==> src/rtl/spi_slave_tx_feeder.sv <==
// spi_slave_tx_feeder: word sequencer feeding the SPI slave transmit shifter.
// Pops 32-bit words from the read FIFO and loads them into the shifter one at
// a time. It also programs the shifter bit counter (31 for single mode, 7 for
// quad mode). On an empty FIFO it substitutes a zero word and sets a sticky
// underrun flag.
//
// Handshakes: a FIFO pop happens in any cycle where fifo_valid and fifo_ready
// are both high. fifo_ready is only ever raised in an issue cycle, and only
// when fifo_valid is already high, so read data must be valid in the pop cycle.
// The shifter sees tx_data_valid and tx_counter_upd as single-cycle load
// strobes. It answers with tx_done in the cycle that ends each word.
module spi_slave_tx_feeder #(
    parameter int LEN_W = 16
) (
    input  logic             sclk,
    input  logic             cs,
    input  logic             tx_start,
    input  logic [LEN_W-1:0] tx_len,
    input  logic             en_quad,
    input  logic [31:0]      fifo_data,
    input  logic             fifo_valid,
    output logic             fifo_ready,
    output logic [31:0]      tx_data,
    output logic             tx_data_valid,
    output logic [7:0]       tx_counter,
    output logic             tx_counter_upd,
    input  logic             tx_done,
    output logic             busy,
    output logic [LEN_W-1:0] words_left,
    output logic             xfer_done,
    output logic             underrun,
    output logic [1:0]       dbg_state
);

    localparam logic [1:0] S_IDLE   = 2'd0;
    localparam logic [1:0] S_LOAD   = 2'd1;
    localparam logic [1:0] S_ACTIVE = 2'd2;
    localparam logic [1:0] S_DRAIN  = 2'd3;

    localparam logic [LEN_W-1:0] LEN_ZERO = '0;
    localparam logic [LEN_W-1:0] LEN_ONE  = {{(LEN_W-1){1'b0}}, 1'b1};

    logic [1:0]       r_state;
    logic [1:0]       w_next_state;
    logic [LEN_W-1:0] r_len;
    logic [LEN_W-1:0] r_words_left;
    logic             r_quad;
    logic             r_xfer_done;
    logic             r_underrun;

    logic             w_start_ok;
    logic             w_issue;
    logic             w_final;

    // A start is accepted only from IDLE, and only with a non-zero length.
    assign w_start_ok = (r_state == S_IDLE) && tx_start && (tx_len != LEN_ZERO);

    // Issue: LOAD always issues, ACTIVE issues on tx_done. cs suppresses it.
    assign w_issue = !cs && ((r_state == S_LOAD) ||
                             ((r_state == S_ACTIVE) && tx_done));

    // The last word has finished shifting out.
    assign w_final = !cs && (r_state == S_DRAIN) && tx_done;

    assign tx_data_valid  = w_issue;
    assign tx_counter_upd = w_issue;
    assign fifo_ready     = w_issue && fifo_valid;
    assign tx_data        = (w_issue && fifo_valid) ? fifo_data : 32'h0;
    assign tx_counter     = r_quad ? 8'd7 : 8'd31;
    assign busy           = (r_state != S_IDLE);
    assign words_left     = r_words_left;
    assign xfer_done      = r_xfer_done;
    assign underrun       = r_underrun;
    assign dbg_state      = r_state;

    // Next-state selection for the IDLE/LOAD/ACTIVE/DRAIN sequencer.
    always_comb begin
        w_next_state = r_state;
        case (r_state)
            S_IDLE: begin
                if (w_start_ok) w_next_state = S_LOAD;
            end
            S_LOAD: begin
                w_next_state = (r_len > LEN_ONE) ? S_ACTIVE : S_DRAIN;
            end
            S_ACTIVE: begin
                if (tx_done && (r_words_left == LEN_ONE)) w_next_state = S_DRAIN;
            end
            S_DRAIN: begin
                if (tx_done) w_next_state = S_IDLE;
            end
            default: w_next_state = S_IDLE;
        endcase
    end

    // State register and end-of-transfer pulse; cs forces IDLE with no pulse.
    always_ff @(posedge sclk) begin
        if (cs) begin
            r_state     <= S_IDLE;
            r_xfer_done <= 1'b0;
        end else begin
            r_state     <= w_next_state;
            r_xfer_done <= w_final;
        end
    end

    // Transfer parameters, latched when a start is accepted.
    always_ff @(posedge sclk) begin
        if (cs) begin
            r_len  <= LEN_ZERO;
            r_quad <= 1'b0;
        end else if (w_start_ok) begin
            r_len  <= tx_len;
            r_quad <= en_quad;
        end
    end

    // Remaining-word counter: loaded in LOAD, counts down on issues, never wraps.
    always_ff @(posedge sclk) begin
        if (cs) begin
            r_words_left <= LEN_ZERO;
        end else if (r_state == S_LOAD) begin
            r_words_left <= r_len - LEN_ONE;
        end else if (w_issue && (r_words_left != LEN_ZERO)) begin
            r_words_left <= r_words_left - LEN_ONE;
        end
    end

    // Sticky underrun flag: set when a zero word is inserted, cleared on start.
    always_ff @(posedge sclk) begin
        if (cs) begin
            r_underrun <= 1'b0;
        end else if (w_start_ok) begin
            r_underrun <= 1'b0;
        end else if (w_issue && !fifo_valid) begin
            r_underrun <= 1'b1;
        end
    end

endmodule

==> config.mk <==
export PLATFORM = sky130hd
export DESIGN_NAME = spi_slave_tx_feeder
export DESIGN_NICKNAME = d
export VERILOG_FILES = /design/src/rtl/spi_slave_tx_feeder.sv
export SDC_FILE = /design/constraint.sdc
export NUM_CORES = 1
export LEC_CHECK = 0
export CAP_MARGIN = 20
export CORE_ASPECT_RATIO = 1.2
export CORE_UTILIZATION = 45
export DETAILED_ROUTE_END_ITERATION = 10
export PLACE_DENSITY = 0.87
export SYNTH_ARGS = -nofsm -noshare
export SYNTH_HDL_FRONTEND = slang
export SYNTH_SLANG_ARGS = --single-unit
==> constraint.sdc <==
create_clock -name sclk -period 4.62 [get_ports sclk]
set_clock_uncertainty 0.1 [all_clocks]
set_input_delay 0.924 -clock sclk [delete_from_list [all_inputs] [get_ports sclk]]
set_output_delay 0.924 -clock sclk [all_outputs]
set_load 0.03 [all_outputs]
==> results.md, run 1 <==
- The final-report hold violation count is 0.
- The post-synthesis sequential element count is 37.
- In this run the number of H-tree levels came out at 2.
- Setup violations remaining at the end of the flow were counted as 0.
- The combined area of all synthesized cells is between 0.002 and 0.0025 mm2.
- The largest net degree at the start of global routing is 34.
- The number of buffers added on ports is between 100 and 150.
- The final design instance area without fill is 0.00359 mm2.
- The main flop type after synthesis is dfxtp_1.
- The analysis attributes to cell leakage a power of between 1 and 1.5 nW.
- For this run, the total global-route usage over all layers was measured as approximately 23%.
- The power density normalized to cell area is approximately 540 mW/mm2.
- The clock insertion delay at the later pin of the skew report is approximately 0.3 ns.
- Row generation in the floorplan step produced 29 rows.
- Post-CTS repair changed the size of 0 cells.
- The final critical delay including setup and external delays is approximately 3.8 ns.
- The most common cell after layout, fill and taps aside is clkdlybuf4s50_1.
- The proportion of synthesized flip-flops having asynchronous set or reset is 0%.
- The die covers a little under 0.006 mm2.
- Setup repair after global routing left no endpoint under its margin.
- The count of warnings emitted by yosys is 0.
- The cell area after placement is around 0.0035 mm2.
- Clock-pin slew was measured on the worst setup and hold paths at about 0.07 ns.
- The number of buffers inserted by hold repair at cts is 0.
- The highest clock frequency the design can meet is 262 MHz.
- The worst setup path is launched from an input port.
- The worst pin sits at a relative slew slack of about half.
- Data on the critical path is required at its endpoint by 3.60 ns.
- The number of DRC markers in iteration 0 is roughly 240.
- The number of synthesized flops with an enable pin is 0.
- In the finished design, the share of the clock period the worst path needs comes to between 80 and 90%.
- Dividing the detail-routed wire length by the instance count gives ~14 um.
- The I/O pin total is 118.
- The master cell of the clock root buffer is clkbuf_8.
- The routability congestion estimate is ~0.9.
- After the flow finishes, the layout carries non-filler instances totaling between 400 and 500.
- The peak supply drop is between 0.2 and 0.3 mV.
- At the pin with the least slew margin, the transition time is between 0.7 and 0.8 ns.
- The detailed-route DRC error count is 0.
- The region available for standard cell placement spans ~0.0053 mm2.
- The signed area change from the synthesized netlist to the final layout is 45.2%.
- The average instance area after synthesis is between 8 and 9 um2.
- After routing, the total negative slack on setup checks comes to 0 ns.
- CTS saw 37 sinks.
- The setup path with the least slack is of type input port to output port.
- The tool flagged a number of max-cap violations equal to 0.
- After technology mapping, the gate count stands at 295.
- The initial antenna violation count is 0.
- In this run the worst path has a maximum fanout of 33.
- The worst path setup slack after routing is 0.805 ns.
- Once the floorplan was initialized, standard cells occupied ~47% of the core.
- Using the TritonRoute via totals, the vias-per-cell ratio works out to 5.40.
- The estimated wirelength of the detail-placed design is slightly above 5000 um.
- The post-CTS repair timing setup buffer count is 0.
- In this run the deepest clock path goes through 2 buffers.
- The die is 83.2 um tall.
- The total inserted antenna cells is 0.
- Summed over all layers, the global routing overflow is 0.
- The final cell utilization of the core is between 60% and 70%.
- The sum of routed wire length over all layers is roughly 6700 um.
- The x dimension of the die is roughly 70 um.
- The type of the worst min-delay path is flip-flop to flip-flop.
- The post-placement worst setup slack is about 0.79 ns.
- The first global-routing pass estimated 11100 um of wire.
- The TritonCTS clock tree is done.
- The share of cells above drive strength 1 is 13.3%.
- The number of slew-limit violations in the final report is 0.
- At the worst endpoint, the arrival time is 2.79 ns.
- Counting the buffers created by CTS gives 5.
- The number of detailed-route iterations in the first pass is 4.
- The worst setup path is captured at an output port.
- The number of different library cells used by synthesis comes to 49.
- In the final design database the tool counted 462 nets.
- Of the synthesized area, sequential elements account for roughly 30%.
- The vias after detailed routing is roughly 2500.
- The library cells used most frequently in the layout, excluding fill and tap cells, are clkdlybuf4s50_1, dfxtp_1, buf_4, and2_1, nor2_1.
- The setup check on the worst reg-to-reg path leaves a slack of about 2.0 ns.
- The number of global-route vias before repair came to approximately 2300.
- The number of instances in the placed design is approximately 450.
- The number of nets still failing antenna checks after routing is 0.
- The run finished with clean final reports.
per-stage QoR:
step | power [mW] | hold slack, ns
finish | 1.93 | 0.415
global route | 2.06 | 0.464
CTS | 1.92 | 0.417
detailed placement | 1.69 | 0.399
global placement | 1.65 | 0.376
floorplan | 1.33 | 0.360
power breakdown:
group | internal, mW | switching, mW
Sequential | 0.411 | 0.130
Clock | 0.104 | 0.123
Combinational | 0.500 | 0.660
Total | 1.02 | 0.913
final timing paths:
kind	start	endpoint	cells past startpoint
worst max-delay path	cs	tx_data[6]	5
worst min-delay path	r_quad	r_quad	2
worst max register to register	dbg_state[1]	words_left[12]	7
worst min register to register	r_quad	r_quad	2
registers in the layout, summed over array words and instances (netlist names):
register / flops
underrun: 1
words_left: 16
xfer_done: 1
r_len: 16
dbg_state: 2
r_quad: 1
cells in the mapped netlist, types with 7 or more instances:
cell type / n / area, um2
xor2_1: 7 / 61.3
inv_1: 12 / 45.0
o21ai_0: 11 / 55.1
dfxtp_1: 37 / 741
mux2i_1: 18 / 180
buf_4: 8 / 60.1
nand2_1: 8 / 30.0
and2_1: 32 / 200
ha_1: 10 / 125
clkbuf_1: 11 / 41.3
a211oi_1: 9 / 67.6
nor3_1: 8 / 40.0
xnor2_1: 17 / 149
nor4_1: 11 / 68.8
nor2_1: 30 / 113
a21oi_1: 14 / 70.1
routing by layer:
layer  vias up  GRT usage (%)  wire (um)
met1      1158           29.3       2840
met3         8           4.61        330
met5         -              0          0
met4         0           6.18         88
li1       1236              -          -
met2        87           39.9       3420
worst max-delay path, stage by stage:
cell	delay (ns)
clkdlybuf4s50_1	0.43
inv_1	0.30
and3_1	0.73
and2_1	0.24
buf_4	0.16
cell type report:
type,count,area (um2)
inverter,12,45.0
clock inverter,3,17.5
fill,438,1710
tap,62,77.6
timing repair buffer,114,1050
multi-input combinational,228,1580
clock buffer,5,68.8
sequential,37,741
logic make-up after synthesis:
group | share of synthesized area (%)
AO/OA/AOI/OAI | 14.2
XOR/XNOR | 8.51
adder cells (fa/ha/maj) | 5.07
buffers and inverters | 6.53
flip-flops | 30.0
multiplexers | 7.75
other | 0.304
AND/OR/NAND/NOR | 27.7
No activity file was read; power rests on OpenSTA's default activity.
==> run 2: changes to the inputs <==
CORE_UTILIZATION = 41   (was 45)
PLACE_DENSITY = 0.81   (was 0.87)
clock period = 3.6 ns   (was 4.62 ns; I/O delays follow)
==> run 2 against run 1 <==
Compared with the run above: clock power up 43%; clock-buffer cell count is 2 higher; worst hold slack worse by 0.011 ns; non-clock buffer count up 1; critical path depth decreased by 2; global-route usage shrank 1.5 points; final area is 1.2% higher; first-iteration DRC count fell by 42%; critical endpoint is now tx_counter_upd; highest routed layer unchanged.
==> results.md, run 2 (synthesized netlist as in run 1, its figures left out) <==
- The total inserted antenna cells is 0 (unchanged).
- The initial standard-cell utilization of the core came to 43.0% (was 46.6%).
- The x dimension of the die was 72.9 um (was 69.6 um).
- The power density normalized to cell area was 689 mW/mm2 (was 537 mW/mm2).
- The final setup TNS is 0 ns (unchanged).
- The first-pass GRT wire length came to 10600 um (was 11100 um).
- The final-report hold violation count was 0 (unchanged).
- The number of buffers inserted by hold repair at cts is 0 (unchanged).
- The vias after detailed routing is 2436 (was 2489).
- The critical path data arrival time is 2.30 ns (was 2.79 ns).
- The number of slew-limit violations in the final report was 0 (unchanged).
- The sort of element at the end of the critical path is an output port (unchanged).
- The maximum count of clock buffers along a single path came to 2 (unchanged).
- The final worst-path cycle share is 86.8%.
- The count of filler cells inserted in the layout was 525 (was 438).
- The number of DRC markers in iteration 0 came to 138 (was 239).
- The relative max-transition margin is 26.3% (was 48.8%).
- The number of CTS-inserted buffers was 5 (unchanged).
- The required time of the worst setup path is 2.78 ns (was 3.60 ns).
- The initial antenna violation count is 0 (unchanged).
- The number of vias per cell is 5.08 (was 5.40).
- The die area is 0.00634 mm2 (was 0.00579 mm2).
- The final number of setup-violating endpoints was 0 (unchanged).
- The final critical delay including setup and external delays is ~3.1 ns.
- The vertical die dimension is 87.0 um (was 83.2 um).
- The routability congestion estimate is 0.887 (was 0.900).
- Status: finished, final reports clean (unchanged).
- The number of gates resized after CTS is 0 (unchanged).
- The largest net degree at the start of global routing is 34 (unchanged).
- The worst setup slack for register-to-register paths is 1.15 ns (was 2.02 ns).
- The global-route congestion overflow total is 0 (unchanged).
- The number of nets still failing antenna checks after routing is 0 (unchanged).
- The type of the worst min-delay path is flip-flop to flip-flop (unchanged).
- The transition time at the pin with the least slew margin was 1.10 ns (was 0.768 ns).
- The final design instance area without fill came to 0.00363 mm2 (was 0.00359 mm2).
- The number of nets in the layout is 463 (was 462).
- The number of instances in the placed design came to 472 (was 452).
- The number of levels in the clock H-tree is 2 (unchanged).
- The final non-filler cell total is 480 (was 461).
- The clock insertion delay at the later pin of the skew report is 0.29 ns (was 0.30 ns).
- The share of cells above drive strength 1 is 13.5% (was 13.3%).
- The number of detailed-route iterations in the first pass came to 4 (unchanged).
- The estimated wirelength of the detail-placed design is 5390 um (was 5140 um).
- The number of placement rows was 30 (was 29).
- The sum of routed wire length over all layers was 6780 um (was 6680 um).
- The detailed-route DRC error count was 0 (unchanged).
- The number of sinks driven by the clock tree is 37 (unchanged).
- The clock-pin slew on the worst setup and hold paths is 0.07 ns (about the same).
- The number of buffers added on ports was 111 (unchanged).
- The number of global-route vias before repair is 2224 (was 2338).
- The critical-path maximum fanout is 10 (was 33).
- Setup repair after global routing missed its margin: no (unchanged).
- The average wire per cell in the routed design is 14.1 um (was 14.5 um).
- The nature of the critical path startpoint is an input port (unchanged).
- The cell leakage power is 1.48 nW (was 1.47 nW).
- The critical setup path kind is input port to output port (unchanged).
- The most common cell after layout, fill and taps aside is clkdlybuf4s50_1 (unchanged).
- The I/O pin total came to 118 (unchanged).
- The signed area change from the synthesized netlist to the final layout is 46.9% (was 45.2%).
- The peak supply drop came to 0.361 mV (was 0.254 mV).
- Commonest cells after routing, fill and taps aside: clkdlybuf4s50_1, dfxtp_1, buf_4, and2_1, nor2_1 (unchanged).
- The cell area after placement is 0.00353 mm2 (was 0.00349 mm2).
- The post-CTS repair timing setup buffer count is 0 (unchanged).
- The max-cap violation count came to 0 (unchanged).
- The global routing usage summed across all routing layers is 21.7% (was 23.2%).
- The core region area is 0.00574 mm2 (was 0.00530 mm2).
- For this run, the top clock speed supported by timing is about 320 MHz.
- The TritonCTS clock tree was done (unchanged).
- The master cell of the clock root buffer is clkbuf_8 (unchanged).
run 2: cell types whose count changed in the layout (fill, tap and decap cells not counted):
cell and change:
buf_4 +2, clkbuf_8 +2, clkinv_2 -1, clkinvlp_4 -1, buf_6 -1
run 2: worst paths after layout:
kind                 from             end  cells after the start
max                    cs  tx_counter_upd                      3
min                r_quad          r_quad                      2
max reg2reg  dbg_state[1]  words_left[12]                      7
min reg2reg        r_quad          r_quad                      2
run 2: critical path: stages:
cell             delay (ns)
clkdlybuf4s50_1        0.59
nor2_1                 0.28
clkdlybuf4s50_1        0.71
run 2: routing by layer:
layer,wire length (um),GRT usage [%]
met5,0,0
met4,63,5.70
met3,382,4.98
met2,3540,39.7
met1,2790,25.0
run 2: stage by stage:
step / setup WS, ns / util [%] / power [mW] / hold WS [ns]
after floorplan: 0.760 / - / 1.71 / 0.360
after global placement: 0.488 / 61.4 / 2.14 / 0.381
after detailed placement: 0.480 / 61.4 / 2.17 / 0.389
after CTS: 0.481 / 63.2 / 2.50 / 0.406
after global routing: 0.259 / 63.2 / 2.67 / 0.429
final: 0.476 / 63.2 / 2.50 / 0.404
run 2: layout make-up:
| type | instances | area, um2 | area share (%) |
|---|---|---|---|
| Clock inverter | 1 | 5.00 | 0.138 |
| Multi-Input combinational cell | 228 | 1580 | 43.6 |
| Sequential cell | 37 | 741 | 20.4 |
| Clock buffer | 7 | 96.3 | 2.66 |
| Tap cell | 80 | 100 | 2.76 |
| Inverter | 12 | 45.0 | 1.24 |
| Timing Repair Buffer | 115 | 1060 | 29.2 |
run 2: power breakdown:
part / internal [mW] / switching [mW]
clock: 0.173 / 0.151
combinational: 0.646 / 0.839
sequential: 0.527 / 0.164
total: 1.35 / 1.15
==> run 3: changes to the inputs <==
PLACE_DENSITY = 0.82   (was 0.81)
clock period = 3.4 ns   (was 3.6 ns; I/O delays follow)
==> run 3 against run 2 <==
Compared with the run above: sequential share of layout area about the same; setup slack lost 0.030 ns; worst hold slack about the same; cell count rose by 0.21%; register-to-register slack worse by 0.22 ns; critical path type unchanged; largest power group unchanged; highest routed layer unchanged.
==> results.md, run 3 (synthesized netlist as in run 1, its figures left out) <==
- The routability congestion estimate is 0.873 (was 0.887).
- The required time of the worst setup path is 2.62 ns (was 2.78 ns).
- The worst path setup slack after routing came to 0.446 ns (was 0.476 ns).
- The initial antenna violation count is 0 (unchanged).
- The master cell of the clock root buffer is clkbuf_8 (unchanged).
- The x dimension of the die is 72.9 um (unchanged).
- The clock insertion delay at the later pin of the skew report is 0.29 ns (about the same).
- The final number of setup-violating endpoints is 0 (unchanged).
- The clock-pin slew on the worst setup and hold paths is 0.07 ns (about the same).
- The number of buffers inserted by hold repair at cts is 0 (unchanged).
- The number of levels in the clock H-tree is 2 (unchanged).
- The number of sinks driven by the clock tree is 37 (unchanged).
- The estimated wirelength of the detail-placed design is 5360 um (was 5390 um).
- The clock network fraction of design power was 12.8% (was 13.0%).
- The sort of element at the end of the critical path is an output port (unchanged).
- The transition time at the pin with the least slew margin is 0.640 ns (was 1.10 ns).
- The number of placement rows is 30 (unchanged).
- The number of nets in the layout is 464 (was 463).
- The final setup TNS is 0 ns (unchanged).
- The peak supply drop is 0.393 mV (was 0.361 mV).
- The vertical die dimension was 87.0 um (unchanged).
- The critical setup path kind is input port to output port (unchanged).
- The total net switching power is 1.22 mW (was 1.15 mW).
- The share of cells above drive strength 1 was 14.2% (was 13.5%).
- The worst reg2reg path startpoint is dbg_state[1] (unchanged).
- The terminus of the critical flop-to-flop path is words_left[12] (unchanged).
- The final-report hold violation count is 0 (unchanged).
- The proportion of power drawn by flip-flops and latches is 27.6% (about the same).
- The destination of the worst hold path is r_quad (unchanged).
- The net switching fraction of the power is 46.1% (was 46.2%).
- The critical path data arrival time is 2.17 ns (was 2.30 ns).
- The initial standard-cell utilization of the core is 43.0% (unchanged).
- The highest clock frequency the design can meet is 339 MHz.
- The post-placement worst setup slack is 0.463 ns (was 0.480 ns).
- The count of filler cells inserted in the layout is 511 (was 525).
- The nature of the critical path startpoint is an input port (unchanged).
- The largest net degree at the start of global routing is 34 (unchanged).
- The relative max-transition margin came to 57.3% (was 26.3%).
- The proportion of power drawn by combinational gates is 59.6% (was 59.4%).
- The TritonCTS clock tree is done (unchanged).
- The die area is 0.00634 mm2 (unchanged).
- The total inserted antenna cells is 0 (unchanged).
- The detailed-route DRC error count is 0 (unchanged).
- The number of global-route vias before repair is 2229 (was 2224).
- The worst setup slack for register-to-register paths is 0.93 ns (was 1.15 ns).
- The max-cap violation count came to 0 (unchanged).
- The number of buffers added on ports is 111 (unchanged).
- The number of gates resized after CTS came to 0 (unchanged).
- The core region area is 0.00574 mm2 (unchanged).
- The cell leakage power was 1.49 nW (was 1.48 nW).
- The depth of the worst register-to-register path is 7 (unchanged).
- The number of CTS-inserted buffers was 5 (unchanged).
- Setup repair after global routing missed its margin: no (unchanged).
- The global-route congestion overflow total is 0 (unchanged).
- The number of vias per cell is 5.11 (was 5.08).
- The signed area change from the synthesized netlist to the final layout came to 47.2% (was 46.9%).
- The final critical delay including setup and external delays is approximately 3.0 ns.
- The average wire per cell in the routed design is 14.1 um (about the same).
- The number of DRC markers in iteration 0 is 166 (was 138).
- The maximum count of clock buffers along a single path is 2 (unchanged).
- The post-CTS repair timing setup buffer count came to 0 (unchanged).
- The number of detailed-route iterations in the first pass is 4 (unchanged).
- The vias after detailed routing is 2460 (was 2436).
- The most common cell after layout, fill and taps aside is clkdlybuf4s50_1 (unchanged).
- The final worst-path cycle share is between 80 and 90%.
- The power density normalized to cell area is 728 mW/mm2 (was 689 mW/mm2).
- Commonest cells after routing, fill and taps aside: clkdlybuf4s50_1, buf_4, dfxtp_1, and2_1, nor2_1 (was clkdlybuf4s50_1, dfxtp_1, buf_4, and2_1, nor2_1).
- The first-pass GRT wire length is 10600 um (about the same).
- The number of nets still failing antenna checks after routing is 0 (unchanged).
- The number of stages on the worst hold path is 2 (unchanged).
- The internal power of the cells came to 1.43 mW (was 1.35 mW).
- The sum of routed wire length over all layers is 6790 um (was 6780 um).
- The I/O pin total was 118 (unchanged).
- The number of slew-limit violations in the final report came to 0 (unchanged).
- The type of the worst min-delay path is flip-flop to flip-flop (unchanged).
- Status: finished, final reports clean (unchanged).
- The critical-path maximum fanout is 33 (was 10).
- The global routing usage summed across all routing layers is 21.2% (was 21.7%).
- The launch point of the worst hold path is r_quad (unchanged).
## run 3: area by class of cell
| class | instances | area, um2 | share of cell area [%] |
|---|---|---|---|
| Clock buffer | 7 | 96.3 | 2.65 |
| Clock inverter | 1 | 5.00 | 0.138 |
| Inverter | 12 | 45.0 | 1.24 |
| Multi-Input combinational cell | 228 | 1580 | 43.5 |
| Sequential cell | 37 | 741 | 20.4 |
| Tap cell | 80 | 100 | 2.75 |
| Timing Repair Buffer | 116 | 1060 | 29.3 |
## run 3: worst max path at each step
stage                   to         start  cells past startpoint
6_report        tx_data[3]       tx_done                      6
5_1_grt        tx_data[12]  dbg_state[1]                      7
4_1_cts        tx_data[12]  dbg_state[1]                      7
3_5_place_dp   tx_data[12]       tx_done                      6
3_3_place_gp   tx_data[12]       tx_done                      6
2_1_floorplan  tx_data[22]  dbg_state[1]                      5
## run 3: routing by layer
layer | vias up | part of all wire [%] | track usage (%) | wire (um)
li1 | 1241 | - | - | -
met1 | 1138 | 43 | 26.9 | 2950
met2 | 73 | 51 | 36.1 | 3490
met3 | 8 | 3.9 | 4.28 | 265
met4 | 0 | 1.2 | 6.42 | 81
met5 | - | 0 | 0 | 0
## run 3: power groups by stage
stage,Clock [mW],Combinational (mW),Sequential (mW)
floorplan,0,0.943,0.870
global placement,0,1.53,0.734
detailed placement,0,1.56,0.739
CTS,0.341,1.57,0.730
global route,0.364,1.71,0.755
finish,0.339,1.58,0.731
## run 3: critical path, cell delays in order
cell	delay (ns)
clkdlybuf4s50_1	0.54
a21o_1	0.18
and3_1	0.16
buf_4	0.25
and2_1	0.19
buf_4	0.16
## run 3: through the flow
step                cell area (um2)  std cells  power, mW  utilization (%)  hold WS, ns
floorplan                      2480        299       1.81                -        0.360
global placement               3520        472       2.27             61.3        0.387
detailed placement             3520        472       2.30             61.3        0.394
CTS                            3620        480       2.64             63.1        0.414
global route                   3630        481       2.83             63.3        0.451
finish                         3630        481       2.65             63.3        0.405
